### src/rtl/xbus_arbiter.sv
// Two-master arbiter and transaction sequencer for the shared decoded data bus.
// Round-robin on contention; each access ends by slave ready, decoder trap or timeout.
module xbus_arbiter #(
    parameter int ADDR_W  = 32,
    parameter int DATA_W  = 32,
    parameter int TIMEOUT = 256
) (
    input  logic              clk,
    input  logic              rst,
    input  logic              m0_req,
    input  logic [ADDR_W-1:0] m0_addr,
    input  logic              m0_we,
    input  logic [DATA_W-1:0] m0_wdata,
    output logic [DATA_W-1:0] m0_rdata,
    output logic              m0_ack,
    output logic              m0_err,
    input  logic              m1_req,
    input  logic [ADDR_W-1:0] m1_addr,
    input  logic              m1_we,
    input  logic [DATA_W-1:0] m1_wdata,
    output logic [DATA_W-1:0] m1_rdata,
    output logic              m1_ack,
    output logic              m1_err,
    output logic              bus_sel,
    output logic [ADDR_W-1:0] bus_addr,
    output logic              bus_we,
    output logic [DATA_W-1:0] bus_wdata,
    input  logic [DATA_W-1:0] bus_rdata,
    input  logic              bus_ready,
    input  logic              bus_trap,
    output logic              grant
);

    localparam int CNT_W = (TIMEOUT > 2) ? $clog2(TIMEOUT) : 1;
    localparam logic [CNT_W-1:0] CNT_LAST = CNT_W'(TIMEOUT - 1);
    localparam logic [CNT_W-1:0] CNT_MAX  = {CNT_W{1'b1}};

    typedef enum logic [1:0] {
        ST_IDLE   = 2'd0,
        ST_ACCESS = 2'd1,
        ST_DONE   = 2'd2
    } state_t;

    state_t            state_r;
    logic              rr_r;
    logic [CNT_W-1:0]  cnt_r;
    logic              grant_r;
    logic              bus_sel_r;
    logic [ADDR_W-1:0] bus_addr_r;
    logic              bus_we_r;
    logic [DATA_W-1:0] bus_wdata_r;
    logic              m0_ack_r, m0_err_r, m1_ack_r, m1_err_r;
    logic [DATA_W-1:0] m0_rdata_r, m1_rdata_r;

    logic              any_req_s;
    logic              pick_s;
    logic [ADDR_W-1:0] pick_addr_s;
    logic              pick_we_s;
    logic [DATA_W-1:0] pick_wdata_s;
    logic              done_s;
    logic              err_s;
    logic [DATA_W-1:0] rdata_s;

    // Arbitration: a lone requester wins, a tie goes to the round-robin pointer.
    always_comb begin
        any_req_s = m0_req | m1_req;
        if (m0_req && m1_req) begin
            pick_s = rr_r;
        end else if (m1_req) begin
            pick_s = 1'b1;
        end else begin
            pick_s = 1'b0;
        end
        if (pick_s) begin
            pick_addr_s  = m1_addr;
            pick_we_s    = m1_we;
            pick_wdata_s = m1_wdata;
        end else begin
            pick_addr_s  = m0_addr;
            pick_we_s    = m0_we;
            pick_wdata_s = m0_wdata;
        end
    end

    // Completion decode: trap beats ready, and anything without ready is an error.
    always_comb begin
        done_s = bus_trap | bus_ready | (cnt_r == CNT_LAST);
        err_s  = bus_trap | ~bus_ready;
        if (err_s || bus_we_r) begin
            rdata_s = {DATA_W{1'b0}};
        end else begin
            rdata_s = bus_rdata;
        end
    end

    // Sequencer FSM with all bus and master outputs registered.
    always_ff @(posedge clk or negedge rst) begin
        if (!rst) begin
            state_r     <= ST_IDLE;
            rr_r        <= 1'b0;
            cnt_r       <= {CNT_W{1'b0}};
            grant_r     <= 1'b0;
            bus_sel_r   <= 1'b0;
            bus_addr_r  <= {ADDR_W{1'b0}};
            bus_we_r    <= 1'b0;
            bus_wdata_r <= {DATA_W{1'b0}};
            m0_ack_r    <= 1'b0;
            m0_err_r    <= 1'b0;
            m0_rdata_r  <= {DATA_W{1'b0}};
            m1_ack_r    <= 1'b0;
            m1_err_r    <= 1'b0;
            m1_rdata_r  <= {DATA_W{1'b0}};
        end else begin
            case (state_r)
                ST_IDLE: begin
                    if (any_req_s) begin
                        grant_r     <= pick_s;
                        bus_sel_r   <= 1'b1;
                        bus_addr_r  <= pick_addr_s;
                        bus_we_r    <= pick_we_s;
                        bus_wdata_r <= pick_wdata_s;
                        cnt_r       <= {CNT_W{1'b0}};
                        state_r     <= ST_ACCESS;
                    end
                end
                ST_ACCESS: begin
                    if (cnt_r != CNT_MAX) begin
                        cnt_r <= cnt_r + {{(CNT_W-1){1'b0}}, 1'b1};
                    end
                    if (done_s) begin
                        bus_sel_r <= 1'b0;
                        state_r   <= ST_DONE;
                        if (grant_r) begin
                            m1_ack_r   <= 1'b1;
                            m1_err_r   <= err_s;
                            m1_rdata_r <= rdata_s;
                        end else begin
                            m0_ack_r   <= 1'b1;
                            m0_err_r   <= err_s;
                            m0_rdata_r <= rdata_s;
                        end
                    end
                end
                ST_DONE: begin
                    m0_ack_r   <= 1'b0;
                    m0_err_r   <= 1'b0;
                    m0_rdata_r <= {DATA_W{1'b0}};
                    m1_ack_r   <= 1'b0;
                    m1_err_r   <= 1'b0;
                    m1_rdata_r <= {DATA_W{1'b0}};
                    rr_r       <= ~grant_r;
                    state_r    <= ST_IDLE;
                end
                default: begin
                    bus_sel_r <= 1'b0;
                    state_r   <= ST_IDLE;
                end
            endcase
        end
    end

    assign grant     = grant_r;
    assign bus_sel   = bus_sel_r;
    assign bus_addr  = bus_addr_r;
    assign bus_we    = bus_we_r;
    assign bus_wdata = bus_wdata_r;
    assign m0_ack    = m0_ack_r;
    assign m0_err    = m0_err_r;
    assign m0_rdata  = m0_rdata_r;
    assign m1_ack    = m1_ack_r;
    assign m1_err    = m1_err_r;
    assign m1_rdata  = m1_rdata_r;

endmodule

### config.mk
export PLATFORM = sky130hd
export DESIGN_NAME = xbus_arbiter
export DESIGN_NICKNAME = d
export VERILOG_FILES = /design/src/rtl/xbus_arbiter.sv
export SDC_FILE = /design/constraint.sdc
export NUM_CORES = 1
export LEC_CHECK = 0
export BUFFER_PORTS_ARGS = -buffer_cell sky130_fd_sc_hd__buf_2
export CAP_MARGIN = 20
export CELL_PAD_IN_SITES_DETAIL_PLACEMENT = 1
export CELL_PAD_IN_SITES_GLOBAL_PLACEMENT = 2
export CORE_MARGIN = 2
export CORE_UTILIZATION = 30
export DETAILED_ROUTE_END_ITERATION = 12
export HOLD_SLACK_MARGIN = 0.15
export PLACE_DENSITY = 0.95
export SKIP_LAST_GASP = 1
export SYNTH_ARGS = -nofsm -noshare
export SYNTH_HDL_FRONTEND = slang
export SYNTH_SLANG_ARGS = --single-unit
export TNS_END_PERCENT = 20
### constraint.sdc
create_clock -name clk -period 4.6 [get_ports clk]
set_input_delay 0.92 -clock clk [delete_from_list [all_inputs] [get_ports clk]]
set_output_delay 0.92 -clock clk [all_outputs]
set_load 0.005 [all_outputs]
# Word-level counts from Yosys, hierarchy flattened
# Index checks and enable logic that the tools add are counted.
[classes]
add_sub_neg = 1
reduce_logical = 11
n_bitwise = 7
n_eq_ne = 9
mux = 33
[ops]
columns = ["operator", "count"]
rows = [
  ["32-bit two-way mux", 7],
  ["32-bit case mux with 2 select lines", 2],
  ["8-bit two-way mux", 2],
  ["8-bit case mux with 2 select lines", 1],
  ["1-bit two-way mux", 13],
  ["3-bit AND reduction", 4],
  ["2-bit != test, second input constant", 5],
  ["8-bit by 1-bit adder with 8-bit output, second input constant", 1],
  ["8-bit equality test, second input constant", 1],
  ["8-bit != test, second input constant", 1],
  ["1-bit case mux with 2 select lines", 4],
  ["2-bit two-way mux", 2],
  ["1-bit bitwise OR", 4],
  ["2-bit case mux with 2 select lines", 1],
  ["2-bit AND reduction", 2],
  ["2-bit nonzero test", 2],
  ["1-bit inverter", 3],
  ["1-bit case mux with 3 select lines", 1],
  ["2-bit by 1-bit equality test with 1-bit output, second input constant", 1],
  ["2-bit equality test, second input constant", 1],
  ["2-bit logical NOT", 1],
  ["1-bit logical AND", 1],
  ["1-bit logical OR", 1],
]
[totals]
ff_bits = 146
word_cells = 75

# Longest topological paths before layout
[logic_depth]
ltp_word = 7
depth_mapped = 7

# Least setup slack after synthesis
# Ideal clock, no wire load.
[synth_timing]
kind = "input to register"
start = "in m1_req"
end = "reg bus_wdata_r[10], in the netlist bus_wdata[10]"
path_slack_ps = 2622
path_buffers = 3
path_stages = 6
setup_ps = 83
arrival_time_ps = 1895
t_required_ps = 4517
cell_sequence = "o21ai_1 > buf_2 > buf_2 > clkbuf_1 > nand2_1 > o21ai_0"
[synth_via]
elab_chain_len = 3
elab_cells_between_ends = 6
[synth_lines]
columns = ["item", "line", "rtl"]
rows = [
  ["start: declaration", "17", "input logic m1_req,"],
  ["1-bit two-way mux or 1-bit logical AND (tied branches)", "69, 67", ""],
  ["1-bit two-way mux", "67", "if (m0_req && m1_req) begin"],
  ["32-bit two-way mux", "74", "if (pick_s) begin"],
  ["end signal: assignment", "106", "bus_wdata_r <= {DATA_W{1'b0}};"],
  ["end signal: assignment", "121", "bus_wdata_r <= pick_wdata_s;"],
  ["end: declaration", "51", "logic [DATA_W-1:0] bus_wdata_r;"],
]
# Parallel ways exist; a longest one is shown, timed or not.
# A chain may end at the register's enable or synchronous reset.

# Worst setup path after layout
[layout_timing]
start = "reg state_r[0]"
end = "reg m0_rdata_r[4], in the netlist m0_rdata[4]"
[layout_via]
elab_chain_len = 3
elab_cells_between_ends = 7
[layout_lines]
columns = ["item", "line", "rtl"]
rows = [
  ["start: declaration", "44", "state_t state_r;"],
  ["start signal: assignment", "99", "state_r <= ST_IDLE;"],
  ["start signal: assignment", "123", "state_r <= ST_ACCESS;"],
  ["start signal: assignment", "132", "state_r <= ST_DONE;"],
  ["2-bit by 1-bit equality test with 1-bit output or 2-bit equality test (tied branches)", "114", "case (state_r)"],
  ["2-bit != test (no line) or 2-bit nonzero test (tied branches)", "--", ""],
  ["3-bit AND reduction (no line)", "--", ""],
  ["end signal: assignment", "109", "m0_rdata_r <= {DATA_W{1'b0}};"],
  ["end signal: assignment", "140", "m0_rdata_r <= rdata_s;"],
  ["end signal: assignment", "147", "m0_rdata_r <= {DATA_W{1'b0}};"],
  ["end: declaration", "53", "logic [DATA_W-1:0] m0_rdata_r, m1_rdata_r;"],
]
# Parallel ways exist; a longest one is shown, timed or not.

==> results.toml <==
[global_routing]
grt_max_degree = 111
grt_pass1_vias = 5371
track_usage_pct = 16.9
grt_pass1_wl_mm = 29.0
antenna_found_initial = 2
grt_overflow = 0

[drt]
avgRoutedWirePerCell_um = 16.7
viasPerCell = 4.75
drc = 0
wl_mm = 18.0
drtPass1Iterations = 4
vias = 5139
drt_iter0_drc = 168
ant_nets = 0

[floorplanning]
dieHeight_um = 147
start_util_pct = 30.6
design.portCount = 303
fp.coreArea_mm2 = 0.0202
num_rows = 52
die_w_um = 147
die-area_mm2 = 0.0217

[timing]
layout_setup_ws_ns = 2.28
worst_pin_slew_ns = 0.965
maxSlewViolCount = 0
final_hold_viol_count = 0
tns_ns = 0
rsz0062_at_grt = "false"
slew_headroom_pct = 35.7
fmax_ghz = 0.431
min_period_ns = 2.32
finalSetupViolations = 0
skew_ns = 0.00984
period_share_pct = 50.5

[finish]
stdcell_count = 1081
fin_area_mm2 = 0.00847
syn2layout_area_growth_pct = 37.4
layout-drive-gt1-share_pct = 43.1
nets = 966

[synth]
synth.distinct_cells = 33
synth_flop_cell = "dfrtp_1"
ys_ff_latch = 146
syn_inst = 508
ys_seq_area_share_pct = 59.3
yosys-top-cells-count = "146 x dfrtp_1, 73 x nand2_1, 72 x o21ai_0"
synth_top_area_share_pct = 59.3
synth_edf_count = 0
synth_fp_nets = 677
synthMostInstantiatedCell = "dfrtp_1"
netlist_top_cells_area = "dfrtp_1 59%, mux2i_1 11%, a22o_1 9.1%"
syn_area_per_cell_um2 = 12.1
synth_warnings = 0
synthArstFlopShare_pct = 100
yosysTopAreaCell = "dfrtp_1"
netlist_area_mm2 = 0.00616

[worst_setup_path]
r2r_cells = 3
crit_required_ns = 4.89
criticalPathCategory = "reg -> reg"
worstPathArrival_ns = 2.62
critPathLaunchType = "flop"
endpoint_kind = "flop"
critPathMaxFanout = 32

[placed_design]
dpl_cell_area_mm2 = 0.00787
numPortBuffers = 302
place_congestion = 0.755
hpwlAfterDp_mm = 13.2
pre_cts_slack_ns = 1.82
dp_cells = 1048

[clocking]
numCtsBuffers = 17
cts_root_buf = "clkbuf_16"
htree_levels = 4
clockBufferDepth = 2
cts_setup_buffers = 0
cts_tree = "built"
insertion_delay_ns = 0.42
clkTransAtPathRegs_ns = 0.07
ctsHoldBuffers = 0
cts_resized = 0
clock-sinks = 146

[pwr]
vdd_drop_max_v = 0.000296
p_total_mw = 5.14
p_leak_nw = 4.61
powerDensity_mw_per_mm2 = 607

[min_path]
hold_depth = 2
min-delay-path-class = "reg -> reg"

[run_status]
run_status = "complete, no violations"

[job]
timing.max_cap.violations = 0
==> final timing paths <==
check / from / endpoint / slack, ns
setup / recovery: state_r[0] / m0_rdata[4] / 2.28
max in group asynchronous: rst / m0_rdata[19] / 3.15
hold / removal: bus_addr[16] / bus_addr[16] / 0.47
setup reg to reg: state_r[0] / m0_rdata[4] / 2.28
min in group asynchronous: rst / m0_rdata[14] / 0.57
hold reg to reg: bus_addr[16] / bus_addr[16] / 0.47
==> cells by family after synthesis <==
kind of cell / after synthesis / share of synthesized area [%]
DFF: 146 / 59.3
AOI/OAI and AO/OA: 160 / 18.5
and+or+nand+nor: 92 / 7.00
buffers and inverters: 43 / 4.34
adders and majority gates: 1 / 0.203
xor gates and xnor gates: 1 / 0.142
muxes: 65 / 10.6
==> critical path: stages (launching register included) <==
cell	delay (ns)
dfrtp_1	0.53
nor2b_1	0.73
a31oi_4	0.54
a22o_1	0.39
==> layout by cell type, fill, tap and decap left out, types with 2 or more instances in the layout <==
| cell | instances |
|---|---|
| buf_12 | 3 |
| dfrtp_1 | 146 |
| mux2i_1 | 65 |
| nor2b_1 | 2 |
| buf_4 | 2 |
| inv_1 | 5 |
| inv_8 | 4 |
| nand3_1 | 4 |
| a22o_1 | 64 |
| o211ai_1 | 4 |
| clkinvlp_4 | 3 |
| o311ai_0 | 6 |
| nand2b_1 | 3 |
| a31oi_4 | 2 |
| clkinv_8 | 4 |
| o21ai_0 | 72 |
| nand2_1 | 73 |
| nor4_4 | 2 |
| buf_2 | 301 |
| nor2_1 | 2 |
| o21ai_4 | 3 |
| nand4_1 | 3 |
| inv_6 | 3 |
| o31ai_1 | 4 |
| clkbuf_16 | 17 |
==> registers in the layout (all words and copies together) (netlist names) <==
signal / cells
m0_err: 1
bus_wdata: 32
grant: 1
state_r: 2
cnt_r: 8
m0_rdata: 32
m1_err: 1
m1_ack: 1
m1_rdata: 32
bus_we: 1
m0_ack: 1
bus_sel: 1
rr_r: 1
bus_addr: 32
==> layer usage <==
layer  GRT usage, %  part of all wire [%]  vias to the layer above
met2           27.9                    49                      225
met3           5.99                   8.7                       21
met4           4.62                   1.3                        2
met1           21.1                    41                     2451
li1               -                     -                     2440
met5              0                 0.072                        -
==> final cells by class <==
cell class | count | area [µm²]
Inverter | 6 | 22.5
Clock inverter | 15 | 168
Multi-Input combinational cell | 319 | 2270
Clock buffer | 17 | 425
Tap cell | 270 | 338
Timing Repair Buffer | 307 | 1590
Antenna cell | 1 | 2.50
Fill cell | 2346 | 11700
Sequential cell | 146 | 3650
==> metrics by stage <==
step | hold slack, ns | util, %
after floorplan | 0.450 | -
after global routing | 0.497 | 42.0
after global placement | 0.457 | 39.0
after CTS | 0.480 | 42.0
after detailed placement | 0.465 | 39.0
final | 0.471 | 42.0
==> power breakdown <==
part	switching (mW)	leakage [nW]	total, mW	internal [mW]
Sequential	0.306	1.90	2.08	1.77
Clock	0.634	0.279	1.36	0.728
Combinational	0.955	2.43	1.70	0.748
(Power assumes the default switching activity.)
